==> config.mk <==
export PLATFORM = sky130hd
export DESIGN_NAME = maze_dfs_solver_flat
export DESIGN_NICKNAME = d
export VERILOG_FILES = /design/src/rtl/maze_pkg.sv /design/src/rtl/maze_dfs_solver_if.sv /design/src/rtl/move_stack.sv /design/src/rtl/maze_dfs_solver.sv /design/src/flat_wrapper.sv
export SDC_FILE = /design/constraint.sdc
export NUM_CORES = 1
export LEC_CHECK = 0
export ABC_AREA = 1
export ABC_CLOCK_PERIOD_IN_PS = 5300
export BUFFER_PORTS_ARGS = -buffer_cell sky130_fd_sc_hd__buf_2
export CELL_PAD_IN_SITES_DETAIL_PLACEMENT = 1
export CELL_PAD_IN_SITES_GLOBAL_PLACEMENT = 1
export CORE_ASPECT_RATIO = 1.75
export CORE_MARGIN = 3
export CORE_UTILIZATION = 46
export CTS_BUF_LIST = sky130_fd_sc_hd__clkbuf_4 sky130_fd_sc_hd__clkbuf_8
export DETAILED_ROUTE_END_ITERATION = 6
export MAX_ROUTING_LAYER = met4
export PLACE_DENSITY_LB_ADDON = 0.1
export SLEW_MARGIN = 40
export SYNTH_ARGS = -nofsm -noshare
export SYNTH_HDL_FRONTEND = slang
export SYNTH_SLANG_ARGS = --single-unit
export TNS_END_PERCENT = 50
==> constraint.sdc <==
create_clock -name clk -period 5.3 [get_ports clk]
set_input_delay 0.53 -clock clk [delete_from_list [all_inputs] [get_ports clk]]
set_output_delay 0.53 -clock clk [all_outputs]
set_load 0.02 [all_outputs]
==> src/rtl/maze_pkg.sv <==
// Shared types for the depth-first maze solver: move codes, FSM states and move reversal.
package maze_pkg;

  typedef enum logic [1:0] {
    MV_N = 2'd0,
    MV_E = 2'd1,
    MV_S = 2'd2,
    MV_W = 2'd3
  } move_t;

  typedef enum logic [2:0] {
    ST_IDLE,
    ST_MARK,
    ST_PROBE,
    ST_EVAL,
    ST_BACK,
    ST_DONE
  } state_t;

  // Opposite direction: N<->S, E<->W.
  function automatic move_t rev_move(input move_t m);
    return move_t'(m ^ 2'd2);
  endfunction

endpackage

==> src/rtl/maze_dfs_solver_if.sv <==
// Maze memory port and path replay stream of the solver; master is the solver side.
interface maze_dfs_solver_if #(
    parameter int XW = 4,
    parameter int YW = 4
);
    import maze_pkg::*;

    logic [XW-1:0] mz_x;
    logic [YW-1:0] mz_y;
    logic          mz_rd;
    logic          mz_rdata;
    logic          mz_wr;
    logic          mz_wdata;
    logic          path_valid;
    logic          path_ready;
    move_t         path_move;
    logic          path_last;

    modport master (
        output mz_x, mz_y, mz_rd, mz_wr, mz_wdata,
        input  mz_rdata,
        output path_valid, path_move, path_last,
        input  path_ready
    );

    modport slave (
        input  mz_x, mz_y, mz_rd, mz_wr, mz_wdata,
        output mz_rdata,
        input  path_valid, path_move, path_last,
        output path_ready
    );
endinterface

==> src/rtl/move_stack.sv <==
// LIFO of moves taken by the solver, with a second combinational read port for path replay.
module move_stack
    import maze_pkg::*;
#(
    parameter int DEPTH = 256,
    parameter int SPW   = $clog2(DEPTH + 1)
) (
    input  logic           clk,
    input  logic           rst,
    input  logic           clr,
    input  logic           push,
    input  logic           pop,
    input  move_t          din,
    output move_t          top,
    output logic [SPW-1:0] sp,
    output logic           full,
    output logic           empty,
    input  logic [SPW-1:0] rd_idx,
    output move_t          rd_data
);
    localparam int AW = (DEPTH > 1) ? $clog2(DEPTH) : 1;

    move_t          mem [DEPTH];
    logic [SPW-1:0] sp_q;
    logic [SPW-1:0] sp_m1;

    assign sp_m1 = sp_q - SPW'(1);
    assign sp    = sp_q;
    assign full  = (sp_q == SPW'(DEPTH));
    assign empty = (sp_q == '0);
    assign top   = mem[sp_m1[AW-1:0]];
    assign rd_data = (rd_idx < SPW'(DEPTH)) ? mem[rd_idx[AW-1:0]] : MV_N;

    // NOTE: storage has no reset; only sp is reset, and entries at or above sp are never read.
    always_ff @(posedge clk) begin
        if (push && !full) mem[sp_q[AW-1:0]] <= din;
    end

    // NOTE: sequential state is assigned with <= so every register samples pre-edge values.
    always_ff @(posedge clk or negedge rst) begin
        if (!rst)                sp_q <= '0;
        else if (clr)            sp_q <= '0;
        else if (push && !full)  sp_q <= sp_q + SPW'(1);
        else if (pop && !empty)  sp_q <= sp_m1;
    end

endmodule

==> src/rtl/maze_dfs_solver.sv <==
// Depth-first maze solver from (0,0) to (COLS-1,ROWS-1) with backtracking and path replay.
// Optional MAZE_SOLVER_STATS_EN adds busy-cycle and backtrack counters.
module maze_dfs_solver
    import maze_pkg::*;
#(
    parameter int COLS  = 16,
    parameter int ROWS  = 16,
    parameter int DEPTH = 256,
    parameter int XW    = (COLS > 1) ? $clog2(COLS) : 1,
    parameter int YW    = (ROWS > 1) ? $clog2(ROWS) : 1,
    parameter int LW    = $clog2(DEPTH + 1)
) (
    input  logic          clk,
    input  logic          rst,
    input  logic          start,
    output logic          busy,
    output logic          done,
    output logic          found,
    output logic          overflow,
    output logic [LW-1:0] path_len,
`ifdef MAZE_SOLVER_STATS_EN
    output logic [31:0]   stat_cycles,
    output logic [15:0]   stat_backs,
`endif
    maze_dfs_solver_if.master mz
);
    localparam logic [XW-1:0] X_MAX = XW'(COLS - 1);
    localparam logic [YW-1:0] Y_MAX = YW'(ROWS - 1);
    localparam bit ORIGIN_IS_TARGET = (COLS == 1) && (ROWS == 1);

    state_t        state_q, state_d;
    logic [XW-1:0] px_q, px_d, nx, bx;
    logic [YW-1:0] py_q, py_d, ny, by;
    logic [2:0]    tr_q, tr_d;
    logic [LW-1:0] ri_q;
    logic          found_q, found_d, ovf_q, ovf_d;
    logic          oob, push, pop, clr, rd, wr;
    move_t         top, rd_data;
    logic [LW-1:0] sp;
    logic          full, empty, xfer;

    move_stack #(.DEPTH(DEPTH), .SPW(LW)) u_stack (
        .clk(clk), .rst(rst), .clr(clr), .push(push), .pop(pop),
        .din(move_t'(tr_q[1:0])), .top(top), .sp(sp), .full(full), .empty(empty),
        .rd_idx(ri_q), .rd_data(rd_data)
    );

    // Neighbour in the direction under trial, flagged when it would leave the maze.
    always_comb begin
        nx  = px_q;
        ny  = py_q;
        oob = 1'b0;
        case (move_t'(tr_q[1:0]))
            MV_N: begin oob = (py_q == '0);    ny = py_q - YW'(1); end
            MV_E: begin oob = (px_q == X_MAX); nx = px_q + XW'(1); end
            MV_S: begin oob = (py_q == Y_MAX); ny = py_q + YW'(1); end
            MV_W: begin oob = (px_q == '0);    nx = px_q - XW'(1); end
        endcase
    end

    always_comb begin
        bx = px_q;
        by = py_q;
        case (rev_move(top))
            MV_N: by = py_q - YW'(1);
            MV_E: bx = px_q + XW'(1);
            MV_S: by = py_q + YW'(1);
            MV_W: bx = px_q - XW'(1);
        endcase
    end

    // NOTE: every signal gets a default before the case so no path can infer a latch.
    always_comb begin
        state_d = state_q;
        px_d    = px_q;
        py_d    = py_q;
        tr_d    = tr_q;
        found_d = found_q;
        ovf_d   = ovf_q;
        push    = 1'b0;
        pop     = 1'b0;
        clr     = 1'b0;
        rd      = 1'b0;
        wr      = 1'b0;
        case (state_q)
            ST_IDLE, ST_DONE: begin
                if (start) begin
                    state_d = ST_MARK;
                    px_d    = '0;
                    py_d    = '0;
                    tr_d    = '0;
                    found_d = 1'b0;
                    ovf_d   = 1'b0;
                    clr     = 1'b1;
                end
            end
            ST_MARK: begin
                wr = 1'b1;
                if (ORIGIN_IS_TARGET) begin
                    state_d = ST_DONE;
                    found_d = 1'b1;
                end else begin
                    state_d = ST_PROBE;
                    tr_d    = '0;
                end
            end
            ST_PROBE: begin
                if (tr_q == 3'd4) begin
                    state_d = ST_BACK;
                end else if (oob) begin
                    tr_d = tr_q + 3'd1;
                end else begin
                    rd      = 1'b1;
                    state_d = ST_EVAL;
                end
            end
            ST_EVAL: begin
                if (mz.mz_rdata) begin
                    tr_d    = tr_q + 3'd1;
                    state_d = ST_PROBE;
                end else if (full) begin
                    state_d = ST_DONE;
                    ovf_d   = 1'b1;
                    found_d = 1'b0;
                end else begin
                    push = 1'b1;
                    wr   = 1'b1;
                    px_d = nx;
                    py_d = ny;
                    if (nx == X_MAX && ny == Y_MAX) begin
                        state_d = ST_DONE;
                        found_d = 1'b1;
                    end else begin
                        tr_d    = '0;
                        state_d = ST_PROBE;
                    end
                end
            end
            ST_BACK: begin
                if (empty) begin
                    state_d = ST_DONE;
                    found_d = 1'b0;
                end else begin
                    pop     = 1'b1;
                    px_d    = bx;
                    py_d    = by;
                    tr_d    = {1'b0, top} + 3'd1;
                    state_d = ST_PROBE;
                end
            end
            default: state_d = ST_IDLE;
        endcase
    end

    always_ff @(posedge clk or negedge rst) begin
        if (!rst) begin
            state_q <= ST_IDLE;
            px_q    <= '0;
            py_q    <= '0;
            tr_q    <= '0;
            found_q <= 1'b0;
            ovf_q   <= 1'b0;
        end else begin
            state_q <= state_d;
            px_q    <= px_d;
            py_q    <= py_d;
            tr_q    <= tr_d;
            found_q <= found_d;
            ovf_q   <= ovf_d;
        end
    end

    always_ff @(posedge clk or negedge rst) begin
        if (!rst)      ri_q <= '0;
        else if (clr)  ri_q <= '0;
        else if (xfer) ri_q <= ri_q + LW'(1);
    end

    assign busy     = (state_q == ST_MARK) || (state_q == ST_PROBE) ||
                      (state_q == ST_EVAL) || (state_q == ST_BACK);
    assign done     = (state_q == ST_DONE);
    assign found    = found_q;
    assign overflow = ovf_q;
    assign path_len = done ? sp : '0;

    // The memory address follows the neighbour only while probing it or stepping into it.
    assign mz.mz_x     = (state_q == ST_PROBE || state_q == ST_EVAL) ? nx : px_q;
    assign mz.mz_y     = (state_q == ST_PROBE || state_q == ST_EVAL) ? ny : py_q;
    assign mz.mz_rd    = rd;
    assign mz.mz_wr    = wr;
    assign mz.mz_wdata = 1'b1;

    assign mz.path_valid = done && found_q && (ri_q < sp);
    assign mz.path_move  = mz.path_valid ? rd_data : MV_N;
    assign mz.path_last  = mz.path_valid && (ri_q == sp - LW'(1));
    assign xfer          = mz.path_valid && mz.path_ready;

`ifdef MAZE_SOLVER_STATS_EN
    always_ff @(posedge clk or negedge rst) begin
        if (!rst) begin
            stat_cycles <= '0;
            stat_backs  <= '0;
        end else if (clr) begin
            stat_cycles <= '0;
            stat_backs  <= '0;
        end else begin
            if (busy && stat_cycles != '1) stat_cycles <= stat_cycles + 32'd1;
            if (pop && stat_backs != '1)   stat_backs  <= stat_backs + 16'd1;
        end
    end
`endif

endmodule

==> src/flat_wrapper.sv <==
// flat-port wrapper written by rule: the top's interface ports become plain ports
module maze_dfs_solver_flat import maze_pkg::*;
#(
    parameter int COLS  = 16,
    parameter int ROWS  = 16,
    parameter int DEPTH = 256,
    parameter int XW    = (COLS > 1) ? $clog2(COLS) : 1,
    parameter int YW    = (ROWS > 1) ? $clog2(ROWS) : 1,
    parameter int LW    = $clog2(DEPTH + 1)
)
  (clk, rst, start, busy, done, found, overflow, path_len, mz_mz_x, mz_mz_y, mz_mz_rd, mz_mz_wr, mz_mz_wdata, mz_mz_rdata, mz_path_valid, mz_path_move, mz_path_last, mz_path_ready);
  maze_dfs_solver_if #(.XW(XW), .YW(YW)) mz_i ();
  input  logic clk;
  input  logic rst;
  input  logic start;
  output logic busy;
  output logic done;
  output logic found;
  output logic overflow;
  output logic [LW-1:0] path_len;
  output wire logic [$bits(mz_i.mz_x)-1:0] mz_mz_x;
  output wire logic [$bits(mz_i.mz_y)-1:0] mz_mz_y;
  output wire logic [$bits(mz_i.mz_rd)-1:0] mz_mz_rd;
  output wire logic [$bits(mz_i.mz_wr)-1:0] mz_mz_wr;
  output wire logic [$bits(mz_i.mz_wdata)-1:0] mz_mz_wdata;
  input wire logic [$bits(mz_i.mz_rdata)-1:0] mz_mz_rdata;
  output wire logic [$bits(mz_i.path_valid)-1:0] mz_path_valid;
  output wire logic [$bits(mz_i.path_move)-1:0] mz_path_move;
  output wire logic [$bits(mz_i.path_last)-1:0] mz_path_last;
  input wire logic [$bits(mz_i.path_ready)-1:0] mz_path_ready;
  assign mz_mz_x = mz_i.mz_x;
  assign mz_mz_y = mz_i.mz_y;
  assign mz_mz_rd = mz_i.mz_rd;
  assign mz_mz_wr = mz_i.mz_wr;
  assign mz_mz_wdata = mz_i.mz_wdata;
  assign mz_i.mz_rdata = mz_mz_rdata;
  assign mz_path_valid = mz_i.path_valid;
  assign mz_path_move = mz_i.path_move;
  assign mz_path_last = mz_i.path_last;
  assign mz_i.path_ready = mz_path_ready;
  maze_dfs_solver #(.COLS(COLS), .ROWS(ROWS), .DEPTH(DEPTH), .XW(XW), .YW(YW), .LW(LW)) u_core (.clk(clk), .rst(rst), .start(start), .busy(busy), .done(done), .found(found), .overflow(overflow), .path_len(path_len), .mz(mz_i));
endmodule
Yosys cells after proc, flatten, opt, wreduce, memory -nomap -nowiden
Memory sizes are Yosys's and may differ from the RTL's.
Cells that the tools add are included.
{"block": "word_totals", "register_bits": 34, "mem_bits_rw": 512, "input_bits": 5, "output_inout_bits": 28, "wordCells": 146, "mem_count": 1}
{"memory": "u_core.u_stack.mem", "words": 256, "width": 2, "read_ports": 2, "rd_clocked_by_memory_dff": 0, "write_ports": 1, "line_no": "move_stack.sv:23", "source": "move_t mem [DEPTH];"}
{"block": "classes", "addsub": 9, "order_cmp": 2, "n_eq_ne": 32, "mux": 62, "n_bitwise": 1, "n_reduce_logical": 31}
{"operator": "$mux 9", "n": 6}
{"operator": "$mux 3", "n": 14}
{"operator": "$mux 4", "n": 9}
{"operator": "$pmux 4 s2", "n": 4}
{"operator": "$pmux 3 s5", "n": 2}
{"operator": "$pmux 4 s3", "n": 2}
{"operator": "$mux 1", "n": 19}
{"operator": "$add 9x1->9 const B", "n": 2}
{"operator": "$eq 4x4->1 const B", "n": 4}
{"operator": "$ne 3x3->1 const B", "n": 5}
{"operator": "$ne 2x2->1 const B", "n": 7}
{"operator": "$reduce_and 6->1", "n": 2}
{"operator": "$eq 3x3->1 const B", "n": 3}
{"operator": "$eq 9x9->1", "n": 1}
{"operator": "$eq 9x9->1 const B", "n": 1}
{"operator": "$logic_not 9->1", "n": 1}
{"operator": "$lt 9x9->1", "n": 1}
{"operator": "$lt 9x9->1 const B", "n": 1}
{"operator": "$sub 9x1->9 const B", "n": 1}
{"operator": "$add 4x1->4 const B", "n": 2}
{"operator": "$eq 2x2->1 const B", "n": 4}
{"operator": "$logic_not 4->1", "n": 2}
{"operator": "$sub 4x1->4 const B", "n": 2}
{"operator": "$logic_and 1x1->1", "n": 7}
{"operator": "24 further kinds", "n": 35}

Logic depth before layout (Yosys ltp)
Gate-level depths: netlist of run 1.
{"block": "depth", "depth_word": 8, "depth_mapped": 25, "depth_no_buf": 20}

Hierarchy
From an unflattened synthesis of run 1, not the netlist that was laid out.
{"block": "unflattened", "cells_unflattened": 3611, "area_unflattened_um2": 30168.9}
{"module": "move_stack", "instances": 1, "cells_per_inst": 3177, "area_per_inst_um2": 27350.0, "seq_area_each_um2": 15600.0}
{"module": "maze_dfs_solver", "instances": 1, "cells_per_inst": 434, "area_per_inst_um2": 2819.0, "seq_area_each_um2": 625.6}

Worst setup path after synthesis of run 1
OpenSTA, ideal clock, no wires.
{"block": "synth_path", "path_kind": "reg2out", "startpoint": "register u_core.tr_q[0]", "endpoint": "output mz_mz_rd", "arrival_ns": 4.975, "required_time_ns": 4.770, "setup_slack_ns": -0.205, "stages_incl_launch_ff": 10, "n_path_buf": 0, "path_cell_list": "dfrtp_1 > inv_1 > ha_1 > inv_1 > o21ai_0 > nand3_1 > nand3_1 > nand2_1 > inv_1 > nor3_1"}
{"block": "synth_via", "elab_chain_cells": 5, "word_cells_on_any_way": 9, "classes_between": "4 x eq/ne; 4 x mux; 1 x reduce/logical"}
{"element": "from (decl)", "line_no": "maze_dfs_solver.sv:34", "source": "logic [2:0] tr_q, tr_d;"}
{"element": "from (signal assigned)", "line_no": "maze_dfs_solver.sv:167", "source": "tr_q <= tr_d;"}
{"element": "$eq 2x2->1, or another cell as far along", "line_no": "maze_dfs_solver.sv:53", "source": "case (move_t'(tr_q[1:0]))"}
{"element": "$pmux 1 s4", "line_no": "maze_dfs_solver.sv:53"}
{"element": "$mux 1", "line_no": "maze_dfs_solver.sv:110", "source": "end else if (oob) begin"}
{"element": "$mux 1 (*)", "line_no": "maze_dfs_solver.sv:108", "source": "if (tr_q == 3'd4) begin"}
{"element": "$mux 1 (*)", "line_no": "maze_dfs_solver.sv:85", "source": "case (state_q)"}
{"element": "to (decl)", "line_no": "flat_wrapper.sv:23", "source": "output wire logic [$bits(mz_i.mz_rd)-1:0] mz_mz_rd;"}
Mark *: on every way between the ends. The rest lies on a longest branch, timed or not.

Worst setup path in the final report of run 1
{"block": "layout_path", "startpoint": "register u_core.ri_q[0]", "endpoint": "output mz_path_move[0]"}
{"block": "layout_via", "elab_chain_cells": 3, "word_cells_on_any_way": 6, "classes_between": "2 x order compare; 2 x mux; 1 x reduce/logical; 1 x memory"}
{"element": "from (decl)", "line_no": "maze_dfs_solver.sv:35", "source": "logic [LW-1:0] ri_q;"}
{"element": "from (signal assigned)", "line_no": "maze_dfs_solver.sv:176", "source": "else if (xfer) ri_q <= ri_q + LW'(1);"}
{"element": "$mem_v2 256x2, or another cell as far along"}
{"element": "$mux 2 or $logic_and 1x1->1 (tied branches)", "line_no": "move_stack.sv:32, maze_dfs_solver.sv:193"}
{"element": "$mux 2 (*)", "line_no": "maze_dfs_solver.sv:194", "source": "assign mz.path_move = mz.path_valid ? rd_data : MV_N;"}
{"element": "to (decl)", "line_no": "flat_wrapper.sv:28", "source": "output wire logic [$bits(mz_i.path_move)-1:0] mz_path_move;"}
Marks and branches as above.

==> results of run 1 <==
cell usage in the layout, fill, tap and decap left out, drive strengths merged:
cell type,count
buf,90
clkbuf,101
o211ai,155
xor2,18
xnor2,2
a31oi,4
nand3,357
o21ai,476
a211oi,2
o221ai,5
o22ai,33
nor2,485
nor3,12
a22oi,4
inv,301
clkinv,37
edfxtp,512
nor4,2
dfrtp,34
o2111ai,2
nand3b,1
nand4,17
a21boi,3
nand2,485
o21a,2
or2,1
diode,3
a22o,1
conb,1
ha,27
dlygate4sd3,1
a21oi,224
clkinvlp,4
bufinv,1
worst max-delay path: stages, from the launching register on:
cell and delay (ns):
dfrtp_4 0.65, inv_6 0.64, buf_12 0.32, nor2_1 0.07
o21ai_0 0.35, a21oi_1 0.11, nand3_1 0.17, nand3_1 0.17
nand3_1 0.14, nand3_1 0.07, a21boi_0 0.45, buf_2 0.27
final timing paths:
kind,start,end,depth (start not counted)
worst max-delay path,u_core.ri_q[0]$_DFFE_PN0P_,mz_path_move[0],11
worst min-delay path,mz_mz_rdata,u_core.u_stack.mem[0][0]$_DFFE_PP_,2
worst max register to register,u_core.u_stack.sp[0]$_DFFE_PN0P_,u_core.py_q[3]$_DFFE_PN0P_,19
worst min register to register,u_core.overflow$_DFFE_PN0P_,u_core.overflow$_DFFE_PN0P_,1
max in group asynchronous,rst,u_core.tr_q[1]$_DFFE_PN0P_,2
min in group asynchronous,rst,u_core.u_stack.sp[3]$_DFFE_PN0P_,2
per-layer routing:
| metal | track usage (%) | wire [um] | share of wire (%) |
|---|---|---|---|
| met1 | 38.5 | 41800 | 37 |
| met2 | 56.8 | 56300 | 50 |
| met3 | 4.86 | 6890 | 6.1 |
| met4 | 20.8 | 7960 | 7.0 |
| met5 | - | 0 | 0 |
area by class of cell:
class | count | share of cell area [%]
Timing Repair Buffer | 91 | 2.70
Multi-Input combinational cell | 2319 | 35.5
Clock inverter | 41 | 0.698
Clock buffer | 101 | 4.02
Inverter | 302 | 3.60
Antenna cell | 3 | 0.0233
Tap cell | 806 | 3.13
Sequential cell | 546 | 50.4
power breakdown:
group | leakage (nW) | internal, mW | switching [mW] | total, mW
Clock | 0.802 | 1.66 | 1.72 | 3.38
Combinational | 5.63 | 2.12 | 5.87 | 7.99
Sequential | 5.13 | 5.16 | 0.176 | 5.34
cell families after synthesis:
group | synth area share [%]
xor+xnor | 0.638
simple gates | 19.3
fa+ha+maj | 1.13
compound gates | 17.0
other cells | 0.0126
buf+inv | 7.49
flops | 54.4
per-stage QoR:
stage | util (%) | power, mW | cell area, sq um
4_1_cts | 50.6 | 16.7 | 32200
2_1_floorplan | - | 10.2 | 29800
6_report | 50.7 | 16.7 | 32200
5_1_grt | 50.7 | 17.5 | 32200
3_3_place_gp | 48.1 | 13.1 | 30600
3_5_place_dp | 48.2 | 13.3 | 30700
flip-flops by register name, summed over array words and instances, names as in the netlist:
signal	flops
u_core.py_q	4
u_core.u_stack.mem	512
u_core.tr_q	3
u_core.overflow	1
u_core.px_q	4
u_core.state_q	3
u_core.ri_q	9
u_core.u_stack.sp	9
u_core.found	1
==> run summary, run 1 <==
clk slew on worst S/H paths: 0.06 ns
CTS root buf: clkbuf_8
Ys Warns: 0
CP max FO: 94
Period minus WS final: 4.81 ns
status: complete, no violations
Synth Flop Type: edfxtp_1
TritonRoute pass-1 iters: 6
register area: 16200 sq um
P&R area growth vs syn: 8.22%
top cells by count, synth: edfxtp_1 (512), nand2_1 (478), nor2_1 (469), o21ai_0 (468), nand3_1 (356)
dpl cells: 4063
Mapped Area: 29800 sq um
Netlist cell types: 46
Mapped Cells: 3420
area of the multi-input gates: 11400 sq um
Yosys top cell area share: 51.6%
worst path required time: 4.77 ns
number of enable flip-flop cells after synthesis: 512
Initial Utilization: 46.8%
total grt overflow: 0
worst skew pair latency: 0.72 ns
Slew @ Worst Pin: 0.914 ns
layout cells sized above 1: 8.21%
Detailed Place HPWL: 70.8 mm
vias in the first global route: 28100
Seq/Total Area, Yosys: 54.4%
FMAX: 208 MHz
final setup TNS: 0 ns
syn avg cell area: 8.71 sq um
most numerous cell in the Yosys netlist: edfxtp_1
largest net degree at the start of global routing: 159
io pins: 33
clock sink count: 546
Placer Congestion: 0.899
VDD IR max: 459 uV
final WL: 113 mm
Port Buffer Count: 31
Post-Layout Cell Count: 4209
placement row count: 122
Post-CTS Setup Bufs: 0
fill count: 7360
pre-CTS setup slack: 0.769 ns
asr flop ratio synth: 6.23%
period utilization: 90.8%
unrepaired setup endpoints after global routing: false
WL per Instance: 26.8 um
die width: 198 um
post-cts resize count: 0
Critical Path Source Type: flop
CTS Hold Bufs: 1
R2R setup slack: 0.65 ns
initial antenna violation count: 2
DRC Markers: 0
area leader, netlist: edfxtp_1
worst hold path class: in2reg
Rel. slew slack: 39.1%
Post-DRT Antenna Nets: 0
Synth area leaders: edfxtp_1 (52%), o21ai_0 (7.9%), nand2_1 (6.0%)
final setup fails: 0
PD cells: 518 nW/um^2
max-slew violation count: 0
Lkg Pwr: 11.6 nW
Max-cap violations: 0
global-route wire length before repair: 168 mm
critical path class: reg2out
Post-Syn Nets: 3452
Worst Skew: 0.0443 ns
core area: 63700 sq um
number of buffers created by CTS: 83
Longest Clk Path Bufs: 3
CP arrival: 4.28 ns
setup slack after layout: 0.487 ns
vias per std cell: 6.29
GRT Util Overall: 34.0%
Fin Hold WS: 0.212 ns
CTS tree: built
Die Height: 343 um
die area: 68000 sq um
# H-tree levels: 3
Vias: 26500
Crit. End Element: primary output
NumNets Final: 3375
Seq cells post-synth: 546
final hold viol count: 0
DR iter-0 viols: 1987
No activity file was read; power rests on OpenSTA's default activity.
==> run 2, diff against run 1 <==
Settings changed: ABC_AREA 1 to default, CORE_UTILIZATION 46 to 48.
==> run 2 against run 1 <==
Compared with the run above: utilization rose by 3.3 points; largest cell class unchanged; synthesized area fell by 3.8%; setup slack got worse by 0.24 ns; via count fell by 29%; critical path depth rose by 5; non-clock buffer count rose by 28; global-route usage fell by 2.2 points; clock skew rose by 0.0078 ns.
==> run summary, run 2 <==
status: complete, no violations
io pins: 33
Synth area leaders: edfxtp_1 (54%), mux4_2 (22%), nor2_1 (4.1%)
met2 Use GR: 55.2%
# H-tree levels: 3
commonest non-fill, non-tap cell in the layout: edfxtp_1
Critical Path Source Type: flop
met1 Usage GRT: 36.1%
global-route wire length before repair: 139 mm
P&R area growth vs syn: 10.5%
layout cells sized above 1: 28.0%
VDD IR max: 303 uV
Synth Flop Type: edfxtp_1
Crit. End Element: flop
Max-cap violations: 0
start point of the critical path: u_core.u_stack.sp[1]$_DFFE_PN0P_
placement row count: 117
DRC Markers: 0
Yosys top cell area share: 53.6%
Longest Clk Path Bufs: 3
placed cell areas: 29900 sq um
Post-DRT Antenna Nets: 0
die width: 191 um
core area: 58700 sq um
Fin Hold WS: 0.239 ns
worst skew pair latency: 0.71 ns
clk slew on worst S/H paths: 0.07 ns
Buf/Inv on CP: 4
DR iter-0 viols: 1849
max-slew violation count: 0
top cells by count, synth: edfxtp_1 (512), nor2_1 (315), mux4_2 (283), nand2_1 (109), clkbuf_1 (82)
total grt overflow: 0
Seq/Total Area, Yosys: 56.6%
unrepaired setup endpoints after global routing: false
Rel. slew slack: 41.0%
Max stage delay cell, worst path: nor4_1
delay of the slowest critical-path stage: 0.68 ns
Die Height: 329 um
final WL: 95.3 mm
CP dominant cell by count: buf_4
CP max FO: 13
Port Buffer Count: 31
Initial Utilization: 48.9%
PD cells: 555 nW/um^2
Placer Congestion: 0.978
CTS tree: built
asr flop ratio synth: 6.23%
Vias: 18800
max FFs per register: 512
Seq cells post-synth: 546
Mapped Cells: 1911
Worst Reg-to-Reg Cells: 16
area of the multi-input gates: 11600 sq um
Reg2Reg Capture Point: u_core.py_q[0]$_DFFE_PN0P_
TritonRoute pass-1 iters: 5
clock sink count: 546
NumNets Final: 1990
Lkg Pwr: 9.89 nW
Netlist cell types: 74
critical path class: reg2reg
CP arrival: 5.63 ns
area leader, netlist: edfxtp_1
worst hold path class: in2reg
syn avg cell area: 15.0 sq um
final setup fails: 0
Ys Warns: 0
largest net degree at the start of global routing: 109
initial antenna violation count: 1
Worst Skew: 0.0522 ns
Slew @ Worst Pin: 0.877 ns
kind of cell adding the most delay to the critical path: simple AND/OR/NAND/NOR gates
final hold viol count: 0
crit path capture: u_core.py_q[0]$_DFFE_PN0P_
Final Power: 17.6 mW
FMAX: 198 MHz
period utilization: 95.4%
vias per std cell: 6.70
FF-to-FF Start: u_core.u_stack.sp[1]$_DFFE_PN0P_
CTS root buf: clkbuf_8
commonest non-fill, non-tap cells in the layout: edfxtp_1 (512), nor2_1 (315), mux4_2 (283)
number of enable flip-flop cells after synthesis: 512
Post-CTS Setup Bufs: 0
GRT Util Overall: 31.8%
R2R setup slack: 0.25 ns
crit-path cells: inv_1 -> ha_4 -> buf_4 -> nor3b_4 -> buf_4 -> xnor2_2 -> mux4_2 -> nor4_1 -> a311oi_1 -> nand4_1 -> a21boi_2 -> ha_1 -> o31ai_1 -> buf_4 -> a21oi_1 -> o22a_1
Worst path depth: 16
vias in the first global route: 20300
GR Util met3: 4.86%
global routing's busiest layer: met2
worst path required time: 5.88 ns
most numerous cell in the Yosys netlist: edfxtp_1
number of buffers created by CTS: 85
final setup TNS: 0 ns
register area: 16200 sq um
die area: 62800 sq um
WL per Instance: 34.1 um
final instance area: 31700 sq um
Detailed Place HPWL: 64.1 mm
Period minus WS final: 5.05 ns
Post-Syn Nets: 1943
Mapped Area: 28700 sq um
fill count: 5595
[run 2: metrics by stage]
stage / worst slack, ns / instances / utilization (%)
4_1_cts: 0.359 / 2795 / 54.0
3_5_place_dp: 0.410 / 2642 / 50.9
6_report: 0.245 / 2797 / 54.0
2_1_floorplan: 0.578 / 1911 / -
3_3_place_gp: 0.476 / 2640 / 50.9
5_1_grt: 0.173 / 2797 / 54.0
[run 2: power breakdown]
group	internal (mW)	leakage (nW)	switching, mW
logic	3.13	3.91	4.96
clock network	2.05	0.913	1.74
registers	5.38	5.07	0.333
[run 2: cells by family after synthesis]
family | after synthesis | synth area share, %
other cells | 1 | 0.0131
fa+ha+maj | 28 | 1.21
mux | 356 | 24.9
flops | 546 | 56.6
simple gates | 577 | 8.83
compound gates | 176 | 4.07
buf+inv | 194 | 3.24
xor+xnor | 33 | 1.13
[run 2: worst min-delay path by stage]
stage | startpoint | to | slack [ns] | cells after the start
floorplan | rst | u_core.found$_DFFE_PN0P_ | 0.23 | 0
global placement | u_core.overflow$_DFFE_PN0P_ | u_core.overflow$_DFFE_PN0P_ | 0.49 | 2
detailed placement | u_core.overflow$_DFFE_PN0P_ | u_core.overflow$_DFFE_PN0P_ | 0.50 | 2
CTS | start | u_core.state_q[2]$_DFFE_PN0P_ | 0.17 | 4
global route | start | u_core.state_q[2]$_DFFE_PN0P_ | 0.23 | 4
finish | start | u_core.state_q[2]$_DFFE_PN0P_ | 0.24 | 4
[run 2: layout make-up]
type | count | share of cell area, %
sequential | 546 | 51.3
multi-input combinational | 1171 | 36.6
clock buffer | 109 | 4.36
timing repair buffer | 119 | 3.15
tap | 773 | 3.05
clock inverter | 43 | 1.19
inverter | 35 | 0.414
antenna | 1 | 0.00789
[run 2: metal layers]
metal / vias up / share of wire, %
li1: 7691 / -
met1: 9938 / 35
met2: 874 / 53
met3: 249 / 6.1
met4: 0 / 5.3
met5: - / 0
[run 2: tightest hold or removal path, delay by kind of cell]
kind            cells  cell delay [ns]
buf+inv             2             0.23
simple gates        1             0.06
compound gates      1             0.08
[run 2: timing repair]
| item | in CTS | in global routing |
|---|---|---|
| endpoints found under the hold margin | 34 | 0 |
| gates resized for setup | 0 | 0 |
| hold buffers | 1 | 0 |
==> run 3, diff against run 2 <==
Settings changed: ABC_CLOCK_PERIOD_IN_PS 5300 to 4500.
Clock period 5.3 ns to 4.5 ns, I/O delays scaled along.
==> run 3 against run 2 <==
Compared with the run above: the run now ends with negative setup slack left; non-clock buffer count is 44 higher; clock skew is 0.0061 ns lower; critical path type is now reg2out; setup slack worse by 0.25 ns; via count is 0.78% higher; total power is 21% higher.
==> run summary, run 3 (synthesis gave the netlist of run 2 again) <==
Worst Reg-to-Reg Cells: 13
register share of total power: 31.0%
global-route wire length before repair: 140 mm
final hold viol count: 0
NumNets Final: 2032
WL per Instance: 34.2 um
DR iter-0 viols: 1805
Critical Path Source Type: flop
switching pwr: 8.47 mW
Max-cap violations: 0
switch share: 39.8%
worst path required time: 4.05 ns
io pins: 33
final instance area: 32200 sq um
Vias: 18900
worst hold path class: in2reg
Die Height: 329 um
Post-DRT Antenna Nets: 0
clock share of power: 19.9%
vias in the first global route: 20200
Worst Skew: 0.0461 ns
TritonRoute pass-1 iters: 5
final setup fails: 1
P&R area growth vs syn: 12.2%
Logic pwr share: 49.0%
critical path class: reg2out
die width: 191 um
PD cells: 661 nW/um^2
# H-tree levels: 3
clock sink count: 546
Reg2Reg Capture Point: u_core.py_q[2]$_DFFE_PN0P_
number of buffers created by CTS: 83
DRC Markers: 0
Initial Utilization: 48.9%
vias per std cell: 6.66
final core utilization: 54.8%
CTS tree: built
Post-Layout Cell Count: 2838
commonest non-fill, non-tap cell in the layout: edfxtp_1
largest net degree at the start of global routing: 104
Hold Path End: u_core.state_q[2]$_DFFE_PN0P_
dpl cells: 2679
setup slack after layout: -0.00436 ns
total grt overflow: 0
clk slew on worst S/H paths: 0.06 ns
Period minus WS final: 4.50 ns
Cell Int Power: 12.8 mW
final setup TNS: -0.00436 ns
max-slew violation count: 0
period utilization: 100%
Hold Crit Depth: 4
CTS root buf: clkbuf_8
Rel. slew slack: 41.2%
pre-CTS setup slack: 0.0279 ns
worst skew pair latency: 0.71 ns
die area: 62800 sq um
max FFs per register: 512
VDD IR max: 513 uV
unrepaired setup endpoints after global routing: true
commonest non-fill, non-tap cells in the layout: edfxtp_1 (512), nor2_1 (314), mux4_2 (283)
Port Buffer Count: 31
placed cell areas: 30300 sq um
Longest Clk Path Bufs: 3
GRT Util Overall: 32.3%
FMAX: 222 MHz
Lkg Pwr: 10.2 nW
Crit. End Element: primary output
core area: 58700 sq um
Detailed Place HPWL: 65.7 mm
initial antenna violation count: 2
Slew @ Worst Pin: 0.883 ns
Fin Hold WS: 0.155 ns
CP arrival: 4.05 ns
layout cells sized above 1: 29.8%
CP max FO: 17
status: finished with violations
placement row count: 117
failing checks: negative setup slack
Placer Congestion: 0.941
hold path start: start
R2R setup slack: 0.07 ns
Final Power: 21.3 mW
FF-to-FF Start: u_core.u_stack.sp[0]$_DFFE_PN0P_
final WL: 97.0 mm
==> run 3: changes by cell type in the layout (fill, tap and decap cells not counted), moves of 4 or more <==
cell and change:
buf_12 +12, buf_4 +27, clkbuf_8 -4, clkinv_2 +11, buf_16 +5, clkbuf_4 -7
==> run 3: worst max-delay path by stage <==
stage                                     startpoint  slack (ns)  depth (start not counted)                          to
global route              u_core.ri_q[0]$_DFFE_PN0P_       -0.07                          8             mz_path_move[1]
detailed placement  u_core.u_stack.sp[0]$_DFFE_PN0P_        0.03                         14  u_core.px_q[3]$_DFFE_PN0P_
finish                    u_core.ri_q[0]$_DFFE_PN0P_      -0.004                          8             mz_path_move[1]
floorplan           u_core.u_stack.sp[0]$_DFFE_PN0P_       -0.06                         17  u_core.py_q[0]$_DFFE_PN0P_
global placement    u_core.u_stack.sp[0]$_DFFE_PN0P_        0.08                         14  u_core.px_q[3]$_DFFE_PN0P_
CTS                       u_core.ri_q[1]$_DFFE_PN0P_       0.004                          9             mz_path_move[1]
==> run 3: worst max-delay path, stage by stage (launching register included) <==
cell and delay (ns):
dfrtp_4 0.74, buf_4 0.39, mux4_2 0.36, mux4_2 0.53, mux2_2 0.31, o211ai_1 0.44, a311oi_1 0.19, buf_4 0.20
buf_2 0.16
==> run 3: per-layer routing <==
layer	vias to the layer above	routed length [um]	GRT usage [%]	share of wire [%]
li1	7785	-	-	-
met3	269	5900	4.94	6.1
met2	859	51800	55.9	53
met4	0	5780	16.4	6.0
met5	-	0	-	0
met1	9986	33400	36.1	34
==> run 3: power groups by stage <==
stage	logic (mW)	clock network [mW]	registers (mW)
3_3_place_gp	10.0	0	6.71
6_report	10.4	4.24	6.61
5_1_grt	10.9	4.54	6.62
4_1_cts	10.2	4.33	6.60
3_5_place_dp	10.2	0	6.71
2_1_floorplan	6.03	0	6.86
==> run 3: layout make-up <==
cell class	count	area, sq um
Fill cell	5594	26500
Sequential cell	546	16200
Multi-Input combinational cell	1171	11600
Timing Repair Buffer	163	1590
Clock buffer	98	1270
Tap cell	773	967
Clock inverter	51	380
Inverter	35	131
Antenna cell	1	2.50
==> run 3: what timing repair did <==
item                                    in CTS  in global routing
hold buffers                                 1                  0
endpoints found under the setup margin       2                  9
buffers inserted                             2                  4
pin swaps                                    0                  0
hold endpoints to repair                    34                  0
gates cloned                                 0                  1
resized for setup                            2                  6
